$ cat src/rtl/bcd_stream_decoder.sv
// Streaming BCD decoder: one-hot decode of every accepted digit, plus binary
// accumulation of up to DIGITS digits per number, handed off on a held valid/ready port.
module bcd_stream_decoder #(
  parameter int DIGITS = 4,
  parameter int BIN_W  = 14
) (
  input  logic             clk,
  input  logic             rst_n,
  input  logic             in_valid,
  output logic             in_ready,
  input  logic [3:0]       in_bcd,
  input  logic             in_last,
  output logic             dig_valid,
  output logic [9:0]       dig_onehot,
  output logic             dig_err,
  output logic             bin_valid,
  input  logic             bin_ready,
  output logic [BIN_W-1:0] bin_out,
  output logic [3:0]       bin_ndig,
  output logic             bin_err
);

  typedef enum logic {ACCUM = 1'b0, HOLD = 1'b1} state_t;

  state_t           state_q;
  logic [BIN_W-1:0] acc_q, acc_d;
  logic [3:0]       cnt_q, cnt_d;
  logic             sticky_q, sticky_d;
  logic             dig_valid_q, dig_err_q;
  logic [9:0]       dig_onehot_q, onehot_d;
  logic             bin_valid_q, bin_err_q;
  logic [BIN_W-1:0] bin_out_q;
  logic [3:0]       bin_ndig_q;
  logic             accept, bad_dig, final_dig;
  logic [3:0]       dig_val;

  always_comb begin
    bad_dig   = (in_bcd > 4'd9);
    dig_val   = bad_dig ? 4'd0 : in_bcd;
    onehot_d  = bad_dig ? 10'd0 : (10'd1 << in_bcd);
    // acc*10 as shift-add; the sum wraps at BIN_W bits
    acc_d     = (acc_q << 3) + (acc_q << 1) + BIN_W'(dig_val);
    cnt_d     = cnt_q + 4'd1;
    sticky_d  = sticky_q | bad_dig;
    final_dig = in_last || (cnt_q == 4'(DIGITS - 1));
  end

  assign in_ready = (state_q == ACCUM);
  assign accept   = in_valid && in_ready;

  always_ff @(posedge clk or negedge rst_n) begin
    if (!rst_n) begin
      state_q      <= ACCUM;
      acc_q        <= '0;
      cnt_q        <= '0;
      sticky_q     <= 1'b0;
      dig_valid_q  <= 1'b0;
      dig_onehot_q <= '0;
      dig_err_q    <= 1'b0;
      bin_valid_q  <= 1'b0;
      bin_out_q    <= '0;
      bin_ndig_q   <= '0;
      bin_err_q    <= 1'b0;
    end else begin
      dig_valid_q <= accept;
      if (accept) begin
        dig_onehot_q <= onehot_d;
        dig_err_q    <= bad_dig;
      end
      case (state_q)
        ACCUM: begin
          if (accept) begin
            if (final_dig) begin
              // Result is published straight from the next-state value, so the
              // accumulator itself is left for the hand-off to clear.
              bin_out_q   <= acc_d;
              bin_ndig_q  <= cnt_d;
              bin_err_q   <= sticky_d;
              bin_valid_q <= 1'b1;
              state_q     <= HOLD;
            end else begin
              acc_q    <= acc_d;
              cnt_q    <= cnt_d;
              sticky_q <= sticky_d;
            end
          end
        end
        HOLD: begin
          if (bin_ready) begin
            bin_valid_q <= 1'b0;
            acc_q       <= '0;
            cnt_q       <= '0;
            sticky_q    <= 1'b0;
            state_q     <= ACCUM;
          end
        end
        default: state_q <= ACCUM;
      endcase
    end
  end

  assign dig_valid  = dig_valid_q;
  assign dig_onehot = dig_onehot_q;
  assign dig_err    = dig_err_q;
  assign bin_valid  = bin_valid_q;
  assign bin_out    = bin_out_q;
  assign bin_ndig   = bin_ndig_q;
  assign bin_err    = bin_err_q;

endmodule

$ cat config.mk
export PLATFORM = sky130hd
export DESIGN_NAME = bcd_stream_decoder
export DESIGN_NICKNAME = d
export VERILOG_FILES = /design/src/rtl/bcd_stream_decoder.sv
export SDC_FILE = /design/constraint.sdc
export NUM_CORES = 1
export LEC_CHECK = 0
export CAP_MARGIN = 10
export CORE_UTILIZATION = 30
export CTS_BUF_LIST = sky130_fd_sc_hd__clkbuf_16
export DETAILED_ROUTE_END_ITERATION = 7
export PLACE_DENSITY = 0.48
export SLEW_MARGIN = 40
export SYNTH_ARGS = -nofsm -noshare
export SYNTH_HDL_FRONTEND = slang
export SYNTH_SLANG_ARGS = --single-unit
$ cat constraint.sdc
create_clock -name clk -period 2.65 [get_ports clk]
set_clock_uncertainty 0.1 [all_clocks]
set_input_delay 0.53 -clock clk [delete_from_list [all_inputs] [get_ports clk]]
set_output_delay 0.53 -clock clk [all_outputs]
set_load 0.02 [all_outputs]
==> metrics.md <==
| Metric | Value |
|---|---|
| Outcome | `finished clean` |
| Fin crit period | `2.55 ns` |
| Placed cells | `441` |
| FF/Latch Area | `0.00128 mm^2` |
| Hold_buf cts | `0` |
| Ys Warns | `0` |
| Worst EP required | `2.75 ns` |
| Fin crit share | `96.2%` |
| Pwr dens | `912 mW/mm^2` |
| First-pass GRT wire length | `11,200 um` |
| Num CTS Buffers | `5` |
| DR WL/cell | `14.3 um` |
| Post-synth top area share | `46.9%` |
| Worst slew margin | `55.9%` |
| RSZ-0062 raised after global routing | `true` |
| Fillcell total | `900` |
| Arrival time of the worst setup path | `2.65 ns` |
| Slew @ Worst Pin | `0.660 ns` |
| Hold WS | `0.141 ns` |
| Rows | `34` |
| R2R cell count | `10` |
| Post-layout instance area | `0.00357 mm^2` |
| DR vias | `2,232` |
| Lkg Pwr | `1.72 nW` |
| Setup Viol. Count Final | `0` |
| Setup TNS | `0 ns` |
| Net Count, Synth | `320` |
| 1st-iter DRT viols | `88` |
| CTS tree | `yes` |
| DIE AREA | `0.00945 mm^2` |
| Gr ovfl total | `0` |
| Clock Latency Late Sink | `0.29 ns` |
| Yosys top cell by area | `dfrtp_1` |
| Peak supply drop | `382 uV` |
| Critical-path maximum fanout | `3` |
| Fmax | `392 MHz` |
| Vias in the first global route | `2,224` |
| CTS root buffer | `clkbuf_16` |
| Critical path class | `in2reg` |
| Overall power | `3.26 mW` |
| Synthesized area | `0.00272 mm^2` |
| Non-Filler Instances | `453` |
| Crit. End Element | `flip-flop` |
| RR Endpoint | `bin_out[11]$_DFFE_PN0P_` |
| Top_reg_cell synth | `dfrtp_1` |
| Die height | `97.2 um` |
| Clock sink count | `51` |
| Critical Path Start Type | `input port` |
| Seq/Total Area, Yosys | `46.9%` |
| Distinct cells, synth | `40` |
| Placed cell area | `0.00335 mm^2` |
| Number of antenna violations at the first check in global routing | `0` |
| Maximum clock insertion buffer count | `2` |
| Layout cells sized above 1 | `13.9%` |
| H-tree Lvls | `2` |
| Crit Reg-Reg Startpoint | `acc_q[0]$_DFFE_PN0P_` |
| Max_cap viols | `0` |
| Worst min path class | `in2async` |
| Residual DRC count | `0` |
| Area Overhead vs Synth | `31.2%` |
| Final Hold Fails | `0` |
| Via-per-instance ratio | `4.93` |
| Final net count | `379` |
| Pre-CTS setup slack | `-0.630 ns` |
| Inserted Diodes | `0` |
| Largest net degree at the start of global routing | `30` |
| IO Pins | `42` |
| Reg2reg setup slack | `0.11 ns` |
| Synth area leaders | `dfrtp_1 (47%), ha_1 (11%), nand2_1 (7.2%), o21ai_0 (5.2%), nand3_1 (4.0%)` |
| Area of the multi-input gates | `0.00141 mm^2` |
| Fin util | `40.7%` |
| Gp weighted congestion | `0.816` |
| Max Slew Vio Count | `0` |
| Asr flop ratio synth | `100%` |
| Hpwl dp | `4660 um` |
| Synthesized area per cell | `9.51 um^2` |
| Clock transition at the registers of the reported paths | `0.06 ns` |
| IO Port Bufs | `41` |
| GRT Total Usage | `14.7%` |
| Register bit total from synthesis | `51` |
| Die width | `97.2 um` |
| Core area | `0.00876 mm^2` |
| Starting density of the core | `31.0%` |
| Final WL | `6500 um` |
| Final WS setup | `0.100 ns` |
| Post-DRT Antenna Nets | `0` |
| EDFF count, synth | `0` |
| First-pass DRT Iterations | `4` |
| Synth Instances | `286` |
## layer usage
layer	vias up	part of all wire (%)	GRT usage, %
li1	1124	-	-
met1	1065	51	20.6
met2	36	46	23.6
met3	7	2.6	2.16
met4	0	1.2	4.07
met5	-	0	0
## cells by family after synthesis
group,synth area share (%)
xor+xnor,2.90
fa+ha+maj,12.1
compound gates,16.2
simple gates,18.6
flops,46.9
buf+inv,3.27
## Yosys cell counts, types with 2 or more instances
master	count
o21ai_0	28
nand4_1	6
inv_1	9
ha_1	23
xor2_1	6
clkbuf_1	4
a211o_1	2
o21a_1	3
dfrtp_1	51
a22o_1	3
o21ai_1	3
buf_2	5
fa_1	2
o211ai_1	2
nand2_1	52
nor3_1	4
nor2_1	17
a21o_1	6
o31ai_1	5
a21oi_1	10
nand3_1	22
xnor2_1	3
nand2b_1	3
## worst max-delay path by stage
| stage | from | end | slack, ns |
|---|---|---|---|
| 4_1_cts | in_bcd[1] | bin_out[13]$_DFFE_PN0P_ | 0.005 |
| 5_1_grt | acc_q[0]$_DFFE_PN0P_ | bin_out[11]$_DFFE_PN0P_ | -0.02 |
| 3_3_place_gp | in_bcd[2] | bin_out[12]$_DFFE_PN0P_ | -0.63 |
| 2_1_floorplan | in_bcd[1] | acc_q[12]$_DFFE_PN0P_ | 0.04 |
| 3_5_place_dp | in_bcd[2] | acc_q[12]$_DFFE_PN0P_ | -0.63 |
| 6_report | in_bcd[1] | bin_out[11]$_DFFE_PN0P_ | 0.10 |
## sequential cells by signal (all words and copies together) (netlist names)
signal / count
bin_out: 14
dig_valid: 1
acc_q: 13
sticky_q: 1
state_q: 1
dig_onehot: 10
dig_err: 1
bin_ndig: 4
bin_err: 1
cnt_q: 4
bin_valid: 1
## placed cells by master (no fill, tap or decap), types with 7 or more instances in the layout
cell / netlist / layout
nand2_1: 52 / 52
dfrtp_1: 51 / 51
clkdlybuf4s50_1: 0 / 37
o21ai_0: 28 / 28
ha_1: 23 / 23
nand3_1: 22 / 21
buf_4: 0 / 20
nor2_1: 17 / 17
a21oi_1: 10 / 7
## timing repair
action                     CTS  global route
setup endpoints to repair   17            11
pin swaps                   10            11
buffers inserted             4             1
resized for setup           15            10
## power by group
group          total [mW]  switching (mW)  internal (mW)
combinational        1.47           0.823          0.649
clock               0.618           0.278          0.340
sequential           1.16           0.158           1.01
total                3.26            1.26           2.00
## final cells by class
type / count / share of cell area (%)
Multi-Input combinational cell: 215 / 39.6
Sequential cell: 51 / 35.8
Timing Repair Buffer: 62 / 16.1
Tap cell: 108 / 3.79
Clock buffer: 5 / 3.51
Inverter: 10 / 1.05
Clock inverter: 2 / 0.245
## critical path: stages
cell and delay, ns:
buf_6 0.09, inv_2 0.05, nand3_2 0.08, fa_1 0.52
inv_1 0.05, ha_1 0.29, a21o_1 0.20, nand4_1 0.20
buf_4 0.17, a21oi_4 0.05, o21a_1 0.23, o31ai_2 0.18
No activity file was read; power rests on OpenSTA's default activity.
